===== src/rtl/spi_pkg.sv =====
// -----------------------------------------------------------------------------
// spi_pkg
// Definitions shared by the SPI transaction sequencer and its command FIFO:
//   - seq_state_e : sequencer states (IDLE / WAIT / CAPT / RESP)
//   - ST_*        : bit positions inside the 6-bit master status word
//   - DIV_*       : SCK divider codes understood by the master
//   - pack_status : assembles a status word from its fields
// -----------------------------------------------------------------------------
package spi_pkg;

    typedef enum logic [1:0] {
        IDLE = 2'd0,
        WAIT = 2'd1,
        CAPT = 2'd2,
        RESP = 2'd3
    } seq_state_e;

    // Status word layout: [5] enable, [4:2] divider, [1] first-bit order, [0] op.
    localparam int ST_OP     = 0;
    localparam int ST_FBO    = 1;
    localparam int ST_DIV_LO = 2;
    localparam int ST_DIV_HI = 4;
    localparam int ST_EN     = 5;

    localparam logic [2:0] DIV_1  = 3'b000;
    localparam logic [2:0] DIV_2  = 3'b001;
    localparam logic [2:0] DIV_4  = 3'b010;
    localparam logic [2:0] DIV_8  = 3'b011;
    localparam logic [2:0] DIV_16 = 3'b100;

    function automatic logic [5:0] pack_status(input logic       en,
                                               input logic [2:0] div,
                                               input logic       fbo,
                                               input logic       op);
        return {en, div, fbo, op};
    endfunction

endpackage


===== src/rtl/spi_seq_fifo.sv =====
// -----------------------------------------------------------------------------
// spi_seq_fifo
// Synchronous command FIFO, DATA_WIDTH x FIFO_DEPTH. Pointers carry one extra
// wrap bit so full and empty are distinguished without a separate counter.
// Read data is the head entry, presented combinationally (show-ahead).
// Ports:
//   clk_i, rst_i    clock, asynchronous active-high reset (empties the FIFO)
//   push_i          write wr_data_i (ignored when full)
//   wr_data_i       entry to write
//   pop_i           discard head entry (ignored when empty)
//   rd_data_o       head entry
//   full_o, empty_o occupancy flags
// -----------------------------------------------------------------------------
module spi_seq_fifo #(
    parameter int DATA_WIDTH = 8,
    parameter int FIFO_DEPTH = 4
) (
    input  logic                  clk_i,
    input  logic                  rst_i,
    input  logic                  push_i,
    input  logic [DATA_WIDTH-1:0] wr_data_i,
    input  logic                  pop_i,
    output logic [DATA_WIDTH-1:0] rd_data_o,
    output logic                  full_o,
    output logic                  empty_o
);

    localparam int AW = $clog2(FIFO_DEPTH);
    localparam logic [AW:0] PTR_ONE = {{AW{1'b0}}, 1'b1};

    logic [DATA_WIDTH-1:0] mem_q [FIFO_DEPTH];
    logic [AW:0]           wr_ptr_q;
    logic [AW:0]           rd_ptr_q;
    logic                  do_push;
    logic                  do_pop;

    assign empty_o   = (wr_ptr_q == rd_ptr_q);
    // Same slot, opposite lap: the writer is a full lap ahead.
    assign full_o    = (wr_ptr_q[AW] != rd_ptr_q[AW]) &&
                       (wr_ptr_q[AW-1:0] == rd_ptr_q[AW-1:0]);
    assign do_push   = push_i & ~full_o;
    assign do_pop    = pop_i & ~empty_o;
    assign rd_data_o = mem_q[rd_ptr_q[AW-1:0]];

    always_ff @(posedge clk_i or posedge rst_i) begin
        if (rst_i) begin
            wr_ptr_q <= '0;
            rd_ptr_q <= '0;
        end else begin
            if (do_push) wr_ptr_q <= wr_ptr_q + PTR_ONE;
            if (do_pop)  rd_ptr_q <= rd_ptr_q + PTR_ONE;
        end
    end

    // Storage needs no reset: an empty FIFO never exposes its contents.
    always_ff @(posedge clk_i) begin
        if (do_push) mem_q[wr_ptr_q[AW-1:0]] <= wr_data_i;
    end

endmodule


===== src/rtl/spi_perifericos_seq.sv =====
// -----------------------------------------------------------------------------
// spi_perifericos_seq
// Transaction sequencer in front of the SPI peripheral master. Host bytes are
// queued in a command FIFO; each byte launches one master transaction through
// the master's status/data inputs. The op bit is held until the master's done
// pulse, the received word is captured and returned over a valid/ready port.
//
// Handshakes: a transfer happens on a clock edge where valid and ready are both
// high; a valid, once raised, holds its payload stable until that edge.
//
// Ports:
//   spi_clk_i, spi_rst_i   clock shared with the master, async active-high reset
//   cfg_enable_i           allow launches
//   cfg_msb_first_i        bit order latched at launch
//   cfg_div_i              SCK divider code latched at launch
//   cmd_valid_i/ready_o    host command byte in (cmd_data_i)
//   rsp_valid_o/ready_i    received word out (rsp_data_o, rsp_err_o)
//   busy_o                 sequencer active or commands queued
//   txn_count_o            completed transactions (wrapping)
//   m_statusreg_o          master status: [0] op [1] fbo [4:2] div [5] enable
//   m_data_o               master transmit word
//   m_doneflag_i           master done pulse
//   m_data_i               master received word, valid the cycle after done
//
// Build option SPI_SEQ_TIMEOUT_EN: adds a watchdog in WAIT that ends the
// transaction after TIMEOUT_CYC cycles with rsp_data_o all ones and
// rsp_err_o = 1 (not counted in txn_count_o). Without it rsp_err_o is 0 and
// WAIT waits for the done pulse indefinitely.
// -----------------------------------------------------------------------------
module spi_perifericos_seq
    import spi_pkg::*;
#(
    parameter int DATA_WIDTH  = 8,
    parameter int FIFO_DEPTH  = 4,
    parameter int TIMEOUT_CYC = 1024
) (
    input  logic                  spi_clk_i,
    input  logic                  spi_rst_i,
    input  logic                  cfg_enable_i,
    input  logic                  cfg_msb_first_i,
    input  logic [2:0]            cfg_div_i,
    input  logic                  cmd_valid_i,
    input  logic [DATA_WIDTH-1:0] cmd_data_i,
    output logic                  cmd_ready_o,
    output logic                  rsp_valid_o,
    output logic [DATA_WIDTH-1:0] rsp_data_o,
    output logic                  rsp_err_o,
    input  logic                  rsp_ready_i,
    output logic                  busy_o,
    output logic [15:0]           txn_count_o,
    output logic [5:0]            m_statusreg_o,
    output logic [DATA_WIDTH-1:0] m_data_o,
    input  logic                  m_doneflag_i,
    input  logic [DATA_WIDTH-1:0] m_data_i
);

    seq_state_e            state_q, state_d;
    logic [5:0]            status_q, status_d;
    logic [DATA_WIDTH-1:0] mdata_q, mdata_d;
    logic                  rsp_valid_q, rsp_valid_d;
    logic [DATA_WIDTH-1:0] rsp_data_q, rsp_data_d;
    logic [15:0]           cnt_q, cnt_d;

    logic                  fifo_push;
    logic                  fifo_pop;
    logic [DATA_WIDTH-1:0] fifo_rd_data;
    logic                  fifo_full;
    logic                  fifo_empty;

`ifdef SPI_SEQ_TIMEOUT_EN
    localparam logic [15:0] WD_LAST = 16'(TIMEOUT_CYC - 1);
    localparam logic [DATA_WIDTH-1:0] ALL_ONES = '1;
    logic [15:0] wd_q, wd_d;
    logic        to_q, to_d;     // current transaction ended by the watchdog
    logic        err_q, err_d;
`endif

    assign fifo_push = cmd_valid_i & ~fifo_full;

    spi_seq_fifo #(
        .DATA_WIDTH (DATA_WIDTH),
        .FIFO_DEPTH (FIFO_DEPTH)
    ) u_fifo (
        .clk_i     (spi_clk_i),
        .rst_i     (spi_rst_i),
        .push_i    (fifo_push),
        .wr_data_i (cmd_data_i),
        .pop_i     (fifo_pop),
        .rd_data_o (fifo_rd_data),
        .full_o    (fifo_full),
        .empty_o   (fifo_empty)
    );

    always_comb begin
        state_d     = state_q;
        status_d    = status_q;
        mdata_d     = mdata_q;
        rsp_valid_d = rsp_valid_q;
        rsp_data_d  = rsp_data_q;
        cnt_d       = cnt_q;
        fifo_pop    = 1'b0;
`ifdef SPI_SEQ_TIMEOUT_EN
        wd_d        = '0;
        to_d        = to_q;
        err_d       = err_q;
`endif
        unique case (state_q)
            IDLE: begin
                // Between transactions the enable bit mirrors the config input.
                status_d[ST_EN] = cfg_enable_i;
                if (!fifo_empty && cfg_enable_i) begin
                    fifo_pop = 1'b1;
                    mdata_d  = fifo_rd_data;
                    status_d = pack_status(1'b1, cfg_div_i, cfg_msb_first_i, 1'b1);
                    state_d  = WAIT;
`ifdef SPI_SEQ_TIMEOUT_EN
                    to_d     = 1'b0;
`endif
                end
            end
            WAIT: begin
`ifdef SPI_SEQ_TIMEOUT_EN
                wd_d = wd_q + 16'd1;
`endif
                // Op drops on the done edge so the master sees it low when it
                // returns to its idle state.
                if (m_doneflag_i) begin
                    status_d[ST_OP] = 1'b0;
                    state_d         = CAPT;
                end
`ifdef SPI_SEQ_TIMEOUT_EN
                else if (wd_q == WD_LAST) begin
                    status_d[ST_OP] = 1'b0;
                    to_d            = 1'b1;
                    state_d         = CAPT;
                end
`endif
            end
            CAPT: begin
                rsp_valid_d = 1'b1;
                state_d     = RESP;
`ifdef SPI_SEQ_TIMEOUT_EN
                if (to_q) begin
                    rsp_data_d = ALL_ONES;
                    err_d      = 1'b1;
                end else begin
                    rsp_data_d = m_data_i;
                    err_d      = 1'b0;
                    cnt_d      = cnt_q + 16'd1;
                end
`else
                rsp_data_d = m_data_i;
                cnt_d      = cnt_q + 16'd1;
`endif
            end
            RESP: begin
                if (rsp_ready_i) begin
                    rsp_valid_d = 1'b0;
                    state_d     = IDLE;
`ifdef SPI_SEQ_TIMEOUT_EN
                    err_d       = 1'b0;
`endif
                end
            end
            default: state_d = IDLE;
        endcase
    end

    always_ff @(posedge spi_clk_i or posedge spi_rst_i) begin
        if (spi_rst_i) begin
            state_q     <= IDLE;
            status_q    <= '0;
            mdata_q     <= '0;
            rsp_valid_q <= 1'b0;
            rsp_data_q  <= '0;
            cnt_q       <= '0;
`ifdef SPI_SEQ_TIMEOUT_EN
            wd_q        <= '0;
            to_q        <= 1'b0;
            err_q       <= 1'b0;
`endif
        end else begin
            state_q     <= state_d;
            status_q    <= status_d;
            mdata_q     <= mdata_d;
            rsp_valid_q <= rsp_valid_d;
            rsp_data_q  <= rsp_data_d;
            cnt_q       <= cnt_d;
`ifdef SPI_SEQ_TIMEOUT_EN
            wd_q        <= wd_d;
            to_q        <= to_d;
            err_q       <= err_d;
`endif
        end
    end

    assign cmd_ready_o   = ~fifo_full;
    assign rsp_valid_o   = rsp_valid_q;
    assign rsp_data_o    = rsp_data_q;
    assign busy_o        = (state_q != IDLE) | ~fifo_empty;
    assign txn_count_o   = cnt_q;
    assign m_statusreg_o = status_q;
    assign m_data_o      = mdata_q;
`ifdef SPI_SEQ_TIMEOUT_EN
    assign rsp_err_o     = err_q;
`else
    assign rsp_err_o     = 1'b0;
`endif

endmodule


===== config.mk =====
export PLATFORM = sky130hd
export DESIGN_NAME = spi_perifericos_seq
export DESIGN_NICKNAME = d
export VERILOG_FILES = /design/src/rtl/spi_pkg.sv /design/src/rtl/spi_seq_fifo.sv /design/src/rtl/spi_perifericos_seq.sv
export SDC_FILE = /design/constraint.sdc
export NUM_CORES = 1
export LEC_CHECK = 0
export ABC_AREA = 1
export BUFFER_PORTS_ARGS = -buffer_cell sky130_fd_sc_hd__buf_2
export CAP_MARGIN = 20
export CORE_ASPECT_RATIO = 1.5
export CORE_MARGIN = 5
export CORE_UTILIZATION = 49
export CTS_CLUSTER_SIZE = 40
export DETAILED_ROUTE_END_ITERATION = 6
export PLACE_DENSITY = 0.72
export RECOVER_POWER = 50
export SLEW_MARGIN = 15
export SYNTH_ARGS = -nofsm -noshare
export SYNTH_HDL_FRONTEND = slang
export SYNTH_SLANG_ARGS = --single-unit

===== constraint.sdc =====
create_clock -name spi_clk_i -period 2.55 [get_ports spi_clk_i]
set_input_delay 0.1275 -clock spi_clk_i [delete_from_list [all_inputs] [get_ports spi_clk_i]]
set_output_delay 0.1275 -clock spi_clk_i [all_outputs]
set_load 0.1 [all_outputs]

==> results.sh, run 1 <==
export IMPL_outcome="finished, final reports clean"
export IMPL_ys_async_sr_fraction_pct=59.5
export IMPL_layout_commonest_cell="nand2_1"
export IMPL_antenna_found_initial=0
export IMPL_start_util_pct=50.6
export IMPL_finalSetupViolCount=0
export IMPL_n_fill_cell=568
export IMPL_die_area_mm2=0.00895
export IMPL_syn2layout_area_growth_pct=20.3
export IMPL_min_path_type="input pin to register"
export IMPL_cts_buffers=9
export IMPL_core_area_mm2=0.00690
export IMPL_ys_ff_latch=79
export IMPL_die_w_um=78.9
export IMPL_final_cell_mix="nand2_1, dfrtp_1, buf_2"
export IMPL_yosysWarnings=0
export IMPL_port_buffers=66
export IMPL_finalHoldViolations=0
export IMPL_regToRegSetupSlack_ps=650
export IMPL_cts_max_level=3
export IMPL_final_max_slew_viol_count=0
export IMPL_insertion_delay_ps=360
export IMPL_synth_net_count=377
export IMPL_min_path_cells=3
export IMPL_grt_max_degree=48
export IMPL_r2r_end="u_fifo.mem_q[3][2]"
export IMPL_worstPathRequired_ps=2420
export IMPL_clock_root_buffer="clkbuf_8"
export IMPL_synth_area_leaders="dfrtp_1, edfxtp_1, nand2_1"
export IMPL_fin_crit_sh_pct=74.5
export IMPL_numClockSinks=79
export IMPL_drtIter0Drc=187
export IMPL_drt_total_wl_um=7450
export IMPL_synthFlopType="dfrtp_1"
export IMPL_die_h_um=113
export IMPL_hp_start="cfg_div_i[1]"
export IMPL_slew_headroom_pct=22.0
export IMPL_worstPathBufferInverterCount=2
export IMPL_fin_crit_ps=1900
export IMPL_drcViolationCount=0
export IMPL_grt_pass1_vias=2537
export IMPL_fin_setup_tns_ps=0
export IMPL_cts_setup_buffers=0
export IMPL_synth_top_area_share_pct=33.7
export IMPL_antenna_left=0
export IMPL_grt_pass1_wl_um=12200
export IMPL_wl_per_cell_um=14.6
export IMPL_io_pins=68
export IMPL_worstPathArrival_ps=1770
export IMPL_synth_cell_types=30
export IMPL_num_vias=2528
export IMPL_firstDrtPassIters=4
export IMPL_critPathMaxFanout=18
export IMPL_seq_area_mm2=0.00214
export IMPL_cp_end_kind="primary output"
export IMPL_cp_top_family="buffers and inverters"
export IMPL_clk_path_buf_depth=2
export IMPL_viasPerCell=4.95
export IMPL_critPathLaunchType="register"
export IMPL_rsz0062_at_grt="no"
export IMPL_whs_endpoint="m_statusreg_o[3]"
export IMPL_reg2reg_depth=6
export IMPL_clk_transition_reported_paths_ps=80
export IMPL_fin_nets=465
export IMPL_cts_repair_resized=0
export IMPL_diodes=0
export IMPL_cts_tree="done"
export IMPL_gr_total_overflow=0
export IMPL_synth_edf_count=32
export IMPL_maxCapViolCount=0
export IMPL_fmax_mhz=526
export IMPL_syn_inst=340
export IMPL_ys_seq_area_share_pct=61.2
export IMPL_cts_hold_buf=13
export IMPL_slowest_stage="buf_2"
export IMPL_finalClockSkew_ps=12.4
export IMPL_layout_drive_gt1_share_pct=17.3
export IMPL_r2r_start="u_fifo.rd_ptr_q[0]"
export IMPL_placementRows=37
export IMPL_worst_setup_path_type="register to primary output"
export IMPL_grt_use_total_pct=18.0
export IMPL_path_cells="buf_4, nand2_1, nand2_2, nand4_2, buf_2"
export IMPL_synth_top_cell_by_area="dfrtp_1"
export IMPL_slowest_delay_ps=460
export IMPL_gp_congestion=0.843
export IMPL_dp_hpwl_um=5250
export IMPL_multi_input_area_mm2=0.00117
export IMPL_syn_area_mm2=0.00349
export IMPL_worstMarginPinSlew_ps=1180
export IMPL_syn_area_per_cell_um2=10.3
worst register-to-register path: stages (launching register included):
cell and delay, ps:
dfrtp_1 410, buf_4 210, nand2_1 90, nand2_2 90, nand4_2 140, nand2_2 120
nor2_1 490
flip-flops by register name, summed over array words and instances (netlist names):
signal	flops
m_data_o	8
u_fifo.mem_q	32
m_statusreg_o	6
rsp_valid_o	1
state_q	2
rsp_data_o	8
u_fifo.wr_ptr_q	3
u_fifo.rd_ptr_q	3
txn_count_o	16
Yosys cell counts (3+ instances only):
library cell and number:
nand2_1 93, dfrtp_1 47, edfxtp_1 32, nor2_1 32
inv_1 26, o21ai_0 24, nand3_1 23, ha_1 11
xnor2_1 7, xor2_1 7, nand4_1 6, buf_2 4
nor2_2 4, buf_6 3, o21ai_1 3
metal layers:
layer / vias up / GRT usage (%) / routed length, µm
li1: 1276 / - / -
met1: 1169 / 21.8 / 3120
met2: 77 / 29.8 / 3800
met3: 6 / 5.61 / 398
met4: 0 / 7.22 / 128
met5: - / 0 / 0
stage by stage:
| step | setup slack (ps) | cell area, µm² | instances | utilization (%) | hold slack, ps |
|---|---|---|---|---|---|
| 6_report | 649 | 4200 | 511 | 60.9 | 13.3 |
| 5_1_grt | 462 | 4200 | 511 | 60.9 | 16.5 |
| 4_1_cts | 626 | 4230 | 509 | 61.3 | 1.37 |
| 3_5_place_dp | 642 | 3890 | 480 | 56.4 | 334 |
| 3_3_place_gp | 708 | 3890 | 480 | 56.4 | 328 |
| 2_1_floorplan | 369 | 3490 | 340 | - | 226 |
cell type report:
cell class	count	share of cell area, %
flip-flops and latches	79	50.9
multi-input cells	223	27.8
repair buffers	87	11.6
inverters	28	2.56
well taps	78	2.32
clock inverters	4	0.596
clock buffers	12	4.23
worst max-delay path by stage:
| stage | start | to | slack (ps) | depth (start not counted) |
|---|---|---|---|---|
| 2_1_floorplan | u_fifo.rd_ptr_q[0] | u_fifo.mem_q[0][0] | 370 | 7 |
| 3_3_place_gp | u_fifo.rd_ptr_q[0] | u_fifo.mem_q[3][3] | 710 | 6 |
| 3_5_place_dp | u_fifo.rd_ptr_q[0] | u_fifo.mem_q[0][1] | 640 | 6 |
| 4_1_cts | u_fifo.rd_ptr_q[0] | u_fifo.mem_q[0][1] | 630 | 6 |
| 5_1_grt | state_q[0] | rsp_data_o[4] | 460 | 6 |
| 6_report | u_fifo.rd_ptr_q[0] | busy_o | 650 | 5 |
cell families after synthesis:
logic type	Yosys count	share of synthesized area (%)
AO/OA/AOI/OAI	29	4.19
XOR/XNOR	15	4.30
adder cells (fa/ha/maj)	11	3.94
buffers and inverters	38	5.16
flip-flops	79	61.2
other	1	0.107
AND/OR/NAND/NOR	167	21.1
Power of run 1 is not shown: default switching activity piles up to over one toggle a cycle in this logic, so the estimate is an artifact.
==> run 2, diff against run 1 <==
--- a/config.mk
+++ b/config.mk
@@ -5,7 +5,7 @@
 export SDC_FILE = /design/constraint.sdc
 export NUM_CORES = 1
 export LEC_CHECK = 0
-export ABC_AREA = 1
+export ABC_AREA = 0
 export BUFFER_PORTS_ARGS = -buffer_cell sky130_fd_sc_hd__buf_2
 export CAP_MARGIN = 20
 export CORE_ASPECT_RATIO = 1.5
==> constraint.sdc (replaced) <==
create_clock -name spi_clk_i -period 2 [get_ports spi_clk_i]
set_input_delay 0.1 -clock spi_clk_i [delete_from_list [all_inputs] [get_ports spi_clk_i]]
set_output_delay 0.1 -clock spi_clk_i [all_outputs]
set_load 0.1 [all_outputs]
==> results.sh, run 2 <==
export IMPL_port_buffers=66
export IMPL_min_path_cells=3
export IMPL_ys_async_sr_fraction_pct=59.5
export IMPL_cp_end_kind="primary output"
export IMPL_worstMarginPinSlew_ps=1180
export IMPL_drtIter0Drc=70
export IMPL_yosys_area_share_simple_pct=5.50
export IMPL_worst_setup_path_type="register to primary output"
export IMPL_drt_total_wl_um=6050
export IMPL_clk_transition_reported_paths_ps=80
export IMPL_final_cell_mix="dfrtp_1, buf_2, edfxtp_1"
export IMPL_fmax_mhz=551
export IMPL_yosysMostFrequentCell="dfrtp_1"
export IMPL_synth_top_area_share_pct=35.2
export IMPL_maxCapViolCount=0
export IMPL_worstPathArrival_ps=1710
export IMPL_outcome="finished, final reports clean"
export IMPL_antenna_left=0
export IMPL_finalClockSkew_ps=8.03
export IMPL_drcViolationCount=0
export IMPL_min_path_type="input pin to register"
export IMPL_fin_crit_sh_pct=90.7
export IMPL_syn2layout_area_growth_pct=27.1
export IMPL_syn_area_mm2=0.00334
export IMPL_worstPathBufferInverterCount=2
export IMPL_cp_top_family="buffers and inverters"
export IMPL_synth_cell_types=32
export IMPL_dp_cells=347
export IMPL_synth_area_leaders="dfrtp_1, edfxtp_1, mux4_1"
export IMPL_synth_edf_count=32
export IMPL_finalWorstSetupSlack_ps=186
export IMPL_final_max_slew_viol_count=0
export IMPL_insertion_delay_ps=340
export IMPL_diodes=0
export IMPL_cts_tree="done"
export IMPL_synthAdderAreaFrac_pct=4.12
export IMPL_layout_drive_gt1_share_pct=31.6
export IMPL_syn_area_per_cell_um2=16.6
export IMPL_synth_top_family_by_area="multiplexers"
export IMPL_synthXorXnorAreaFrac_pct=6.21
export IMPL_numClockSinks=79
export IMPL_core_area_mm2=0.00676
export IMPL_synthFlopType="dfrtp_1"
export IMPL_die_area_mm2=0.00861
export IMPL_antenna_found_initial=0
export IMPL_cp_depth=4
export IMPL_dp_hpwl_um=4290
export IMPL_grt_use_total_pct=15.1
export IMPL_num_vias=1947
export IMPL_worstPathRequired_ps=1900
export IMPL_grt_max_degree=21
export IMPL_layout_commonest_cell="dfrtp_1"
export IMPL_clock_root_buffer="clkbuf_8"
export IMPL_wl_per_cell_um=15.7
export IMPL_die_w_um=77.5
export IMPL_ys_ff_latch=79
export IMPL_path_cells="inv_1, ha_1, nand4_1, buf_2"
export IMPL_whs_ps=90.4
export IMPL_viasPerCell=5.06
export IMPL_reg2reg_depth=4
export IMPL_synth_top_cell_by_area="dfrtp_1"
export IMPL_cts_max_level=3
export IMPL_fin_setup_tns_ps=0
export IMPL_syn_inst=201
export IMPL_clk_path_buf_depth=2
export IMPL_die_h_um=111
export IMPL_slowest_delay_ps=450
export IMPL_start_util_pct=49.5
export IMPL_cts_buffers=9
export IMPL_yosysWarnings=0
export IMPL_synth_mux_area_share_pct=15.8
export IMPL_synth_net_count=238
export IMPL_largest_reg_flops=32
export IMPL_gr_total_overflow=0
export IMPL_finalSetupViolCount=0
export IMPL_fin_nets=339
export IMPL_io_pins=68
export IMPL_slew_headroom_pct=21.6
export IMPL_ys_seq_area_share_pct=63.9
export IMPL_gp_congestion=0.800
export IMPL_grt_pass1_vias=2104
export IMPL_cts_repair_resized=0
export IMPL_critPathMaxFanout=5
export IMPL_placementRows=37
export IMPL_slowest_stage="buf_2"
export IMPL_firstDrtPassIters=4
export IMPL_synthTopCellsByCount="dfrtp_1, edfxtp_1, mux2_2"
export IMPL_place_ws_ps=208
export IMPL_rsz0062_at_grt="no"
export IMPL_finalHoldViolations=0
export IMPL_critPathLaunchType="register"
export IMPL_fin_cells=385
export IMPL_fin_crit_ps=1810
export IMPL_grt_pass1_wl_um=10100
export IMPL_synth_compound_area_share_pct=2.06
[run 2: cell count changes in the layout (fill, tap and decap cells not counted), sizes merged, moves of 8 or more]
cell	previous run	this run
o21ai	27	1
mux4	0	8
xnor2	8	17
mux2	0	24
inv	28	9
nand3	24	4
nand2	96	10
and3	0	10
nor2	36	1
dlygate4sd3	14	22
[run 2: kinds of logic after synthesis]
kind of cell | Yosys count
buf+inv | 14
compound gates | 8
simple gates | 32
xor+xnor | 22
fa+ha+maj | 11
other cells | 1
flops | 79
mux | 34
[run 2: what timing repair did]
item / 4_1_cts / 5_1_grt
hold endpoints to repair: 58 / 0
hold buffers: 22 / 0
setup buffers: 0 / 0
[run 2: metal layers]
| layer | routed length [µm] | global-route usage (%) |
|---|---|---|
| met5 | 0 | 0 |
| met4 | 70 | 6.77 |
| met3 | 372 | 4.88 |
| met2 | 3270 | 25.9 |
| met1 | 2330 | 16.8 |
[run 2: area by class of cell]
| type | instances | area (µm²) |
|---|---|---|
| Clock buffer | 9 | 124 |
| Clock inverter | 7 | 97.6 |
| Fill cell | 536 | 2510 |
| Inverter | 9 | 33.8 |
| Multi-Input combinational cell | 108 | 1170 |
| Sequential cell | 79 | 2140 |
| Tap cell | 78 | 97.6 |
| Timing Repair Buffer | 95 | 588 |
[run 2: final timing paths]
path	start	to	slack, ps
min in group asynchronous	spi_rst_i	txn_count_o[7]	330
worst min-delay path	cmd_valid_i	u_fifo.wr_ptr_q[0]	90
max in group asynchronous	spi_rst_i	txn_count_o[0]	620
worst max register to register	state_q[0]	rsp_data_o[3]	190
worst max-delay path	state_q[0]	busy_o	190
worst min register to register	txn_count_o[15]	txn_count_o[15]	470
[run 2: through the flow]
| stage | utilization (%) | cell area (µm²) |
|---|---|---|
| 2_1_floorplan | - | 3390 |
| 3_3_place_gp | 57.0 | 3850 |
| 3_5_place_dp | 57.0 | 3850 |
| 4_1_cts | 63.5 | 4290 |
| 5_1_grt | 62.9 | 4250 |
| 6_report | 62.9 | 4250 |
[run 2: worst register-to-register path, stage by stage, from the launching register on]
cell      delay (ps)
dfrtp_1          420
inv_1            130
ha_1             190
clkbuf_1         540
mux2_2           410
Power of run 2 is left out for the same reason.
==> run 3, diff against run 2 <==
--- a/config.mk
+++ b/config.mk
@@ -13,7 +13,7 @@
 export CORE_UTILIZATION = 49
 export CTS_CLUSTER_SIZE = 40
 export DETAILED_ROUTE_END_ITERATION = 6
-export PLACE_DENSITY = 0.72
+export PLACE_DENSITY_LB_ADDON = 0.15
 export RECOVER_POWER = 50
 export SLEW_MARGIN = 15
 export SYNTH_ARGS = -nofsm -noshare
==> results.sh, run 3 (synthesis results as in run 2) <==
export IMPL_clk_transition_reported_paths_ps=80
export IMPL_slowest_delay_ps=450
export IMPL_fin_crit_ps=1840
export IMPL_min_path_cells=3
export IMPL_port_buffers=66
export IMPL_worstPathRequired_ps=1900
export IMPL_drtIter0Drc=42
export IMPL_die_area_mm2=0.00861
export IMPL_clk_path_buf_depth=2
export IMPL_whs_ps=71.5
export IMPL_final_max_slew_viol_count=0
export IMPL_firstDrtPassIters=4
export IMPL_wl_per_cell_um=16.0
export IMPL_core_area_mm2=0.00676
export IMPL_cts_buffers=9
export IMPL_io_pins=68
export IMPL_antenna_left=0
export IMPL_slowest_stage="buf_2"
export IMPL_grt_pass1_vias=2086
export IMPL_start_util_pct=49.5
export IMPL_finalWorstSetupSlack_ps=161
export IMPL_fin_nets=340
export IMPL_gp_congestion=0.713
export IMPL_dp_hpwl_um=4290
export IMPL_final_cell_mix="dfrtp_1, buf_2, edfxtp_1"
export IMPL_maxCapViolCount=0
export IMPL_worstPathArrival_ps=1740
export IMPL_min_path_type="input pin to register"
export IMPL_syn2layout_area_growth_pct=27.0
export IMPL_clock_root_buffer="clkbuf_8"
export IMPL_slew_headroom_pct=20.1
export IMPL_finalClockSkew_ps=8.59
export IMPL_cp_end_kind="primary output"
export IMPL_antenna_found_initial=0
export IMPL_layout_drive_gt1_share_pct=31.2
export IMPL_cts_tree="done"
export IMPL_cp_depth=4
export IMPL_critPathLaunchType="register"
export IMPL_finalHoldViolations=0
export IMPL_gr_total_overflow=0
export IMPL_largest_reg_flops=32
export IMPL_cts_max_level=3
export IMPL_reg2reg_depth=6
export IMPL_fmax_mhz=544
export IMPL_grt_pass1_wl_um=10300
export IMPL_layout_commonest_cell="dfrtp_1"
export IMPL_worstMarginPinSlew_ps=1200
export IMPL_worst_setup_path_type="register to primary output"
export IMPL_rsz0062_at_grt="no"
export IMPL_num_vias=1943
export IMPL_grt_max_degree=33
export IMPL_fin_crit_sh_pct=92.0
export IMPL_finalSetupViolCount=0
export IMPL_die_w_um=77.5
export IMPL_critPathMaxFanout=5
export IMPL_path_cells="inv_1, ha_1, nand4_1, buf_2"
export IMPL_grt_use_total_pct=15.3
export IMPL_viasPerCell=5.03
export IMPL_outcome="finished, final reports clean"
export IMPL_diodes=0
export IMPL_die_h_um=111
export IMPL_drcViolationCount=0
export IMPL_worstPathBufferInverterCount=2
export IMPL_place_ws_ps=244
export IMPL_insertion_delay_ps=340
export IMPL_regToRegSetupSlack_ps=230
export IMPL_placementRows=37
export IMPL_numClockSinks=79
export IMPL_drt_total_wl_um=6180
export IMPL_cp_top_family="buffers and inverters"
export IMPL_cts_repair_resized=0
==> run 3: cell count changes in the layout (fill, tap and decap cells not counted) <==
cell and delta:
buf_4 +3, buf_2 -2, clkbuf_1 +2, buf_12 +1, bufinv_16 -1, clkbuf_2 -1, clkinv_4 -1
==> run 3: cell type report <==
type | instances | area, µm²
clock buffer | 11 | 131
inverter | 9 | 33.8
multi-input combinational | 108 | 1170
tap | 78 | 97.6
fill | 538 | 2510
clock inverter | 5 | 58.8
timing repair buffer | 96 | 616
sequential | 79 | 2140
==> run 3: tightest hold or removal path: stages <==
cell,delay (ps)
buf_2,90
nand2_1,90
o21ai_0,80
==> run 3: final timing paths <==
| path | endpoint | start |
|---|---|---|
| worst max-delay path | busy_o | state_q[0] |
| worst min-delay path | m_statusreg_o[5] | cfg_enable_i |
| worst max register to register | m_data_o[5] | state_q[0] |
| worst min register to register | txn_count_o[15] | txn_count_o[15] |
| max in group asynchronous | u_fifo.rd_ptr_q[2] | spi_rst_i |
| min in group asynchronous | txn_count_o[10] | spi_rst_i |
==> run 3: through the flow <==
stage | instances | setup TNS [ps] | utilization (%) | area (µm²)
after floorplan | 201 | -16330 | - | 3390
after global placement | 348 | 0 | 57.3 | 3870
after detailed placement | 348 | 0 | 57.3 | 3870
after CTS | 386 | 0 | 63.4 | 4280
after global routing | 386 | 0 | 62.8 | 4250
final | 386 | 0 | 62.8 | 4250
==> run 3: what timing repair did <==
item	4_1_cts	5_1_grt
hold buffers	22	0
setup buffers	0	0
endpoints found under the hold margin	76	0
==> run 3: layer usage <==
metal  track usage, %  part of all wire, %
met3             3.09                  4.9
met1             17.0                   37
met5                0                    0
met2             27.8                   56
met4             6.54                  1.7
Power of run 3 is left out for the same reason.
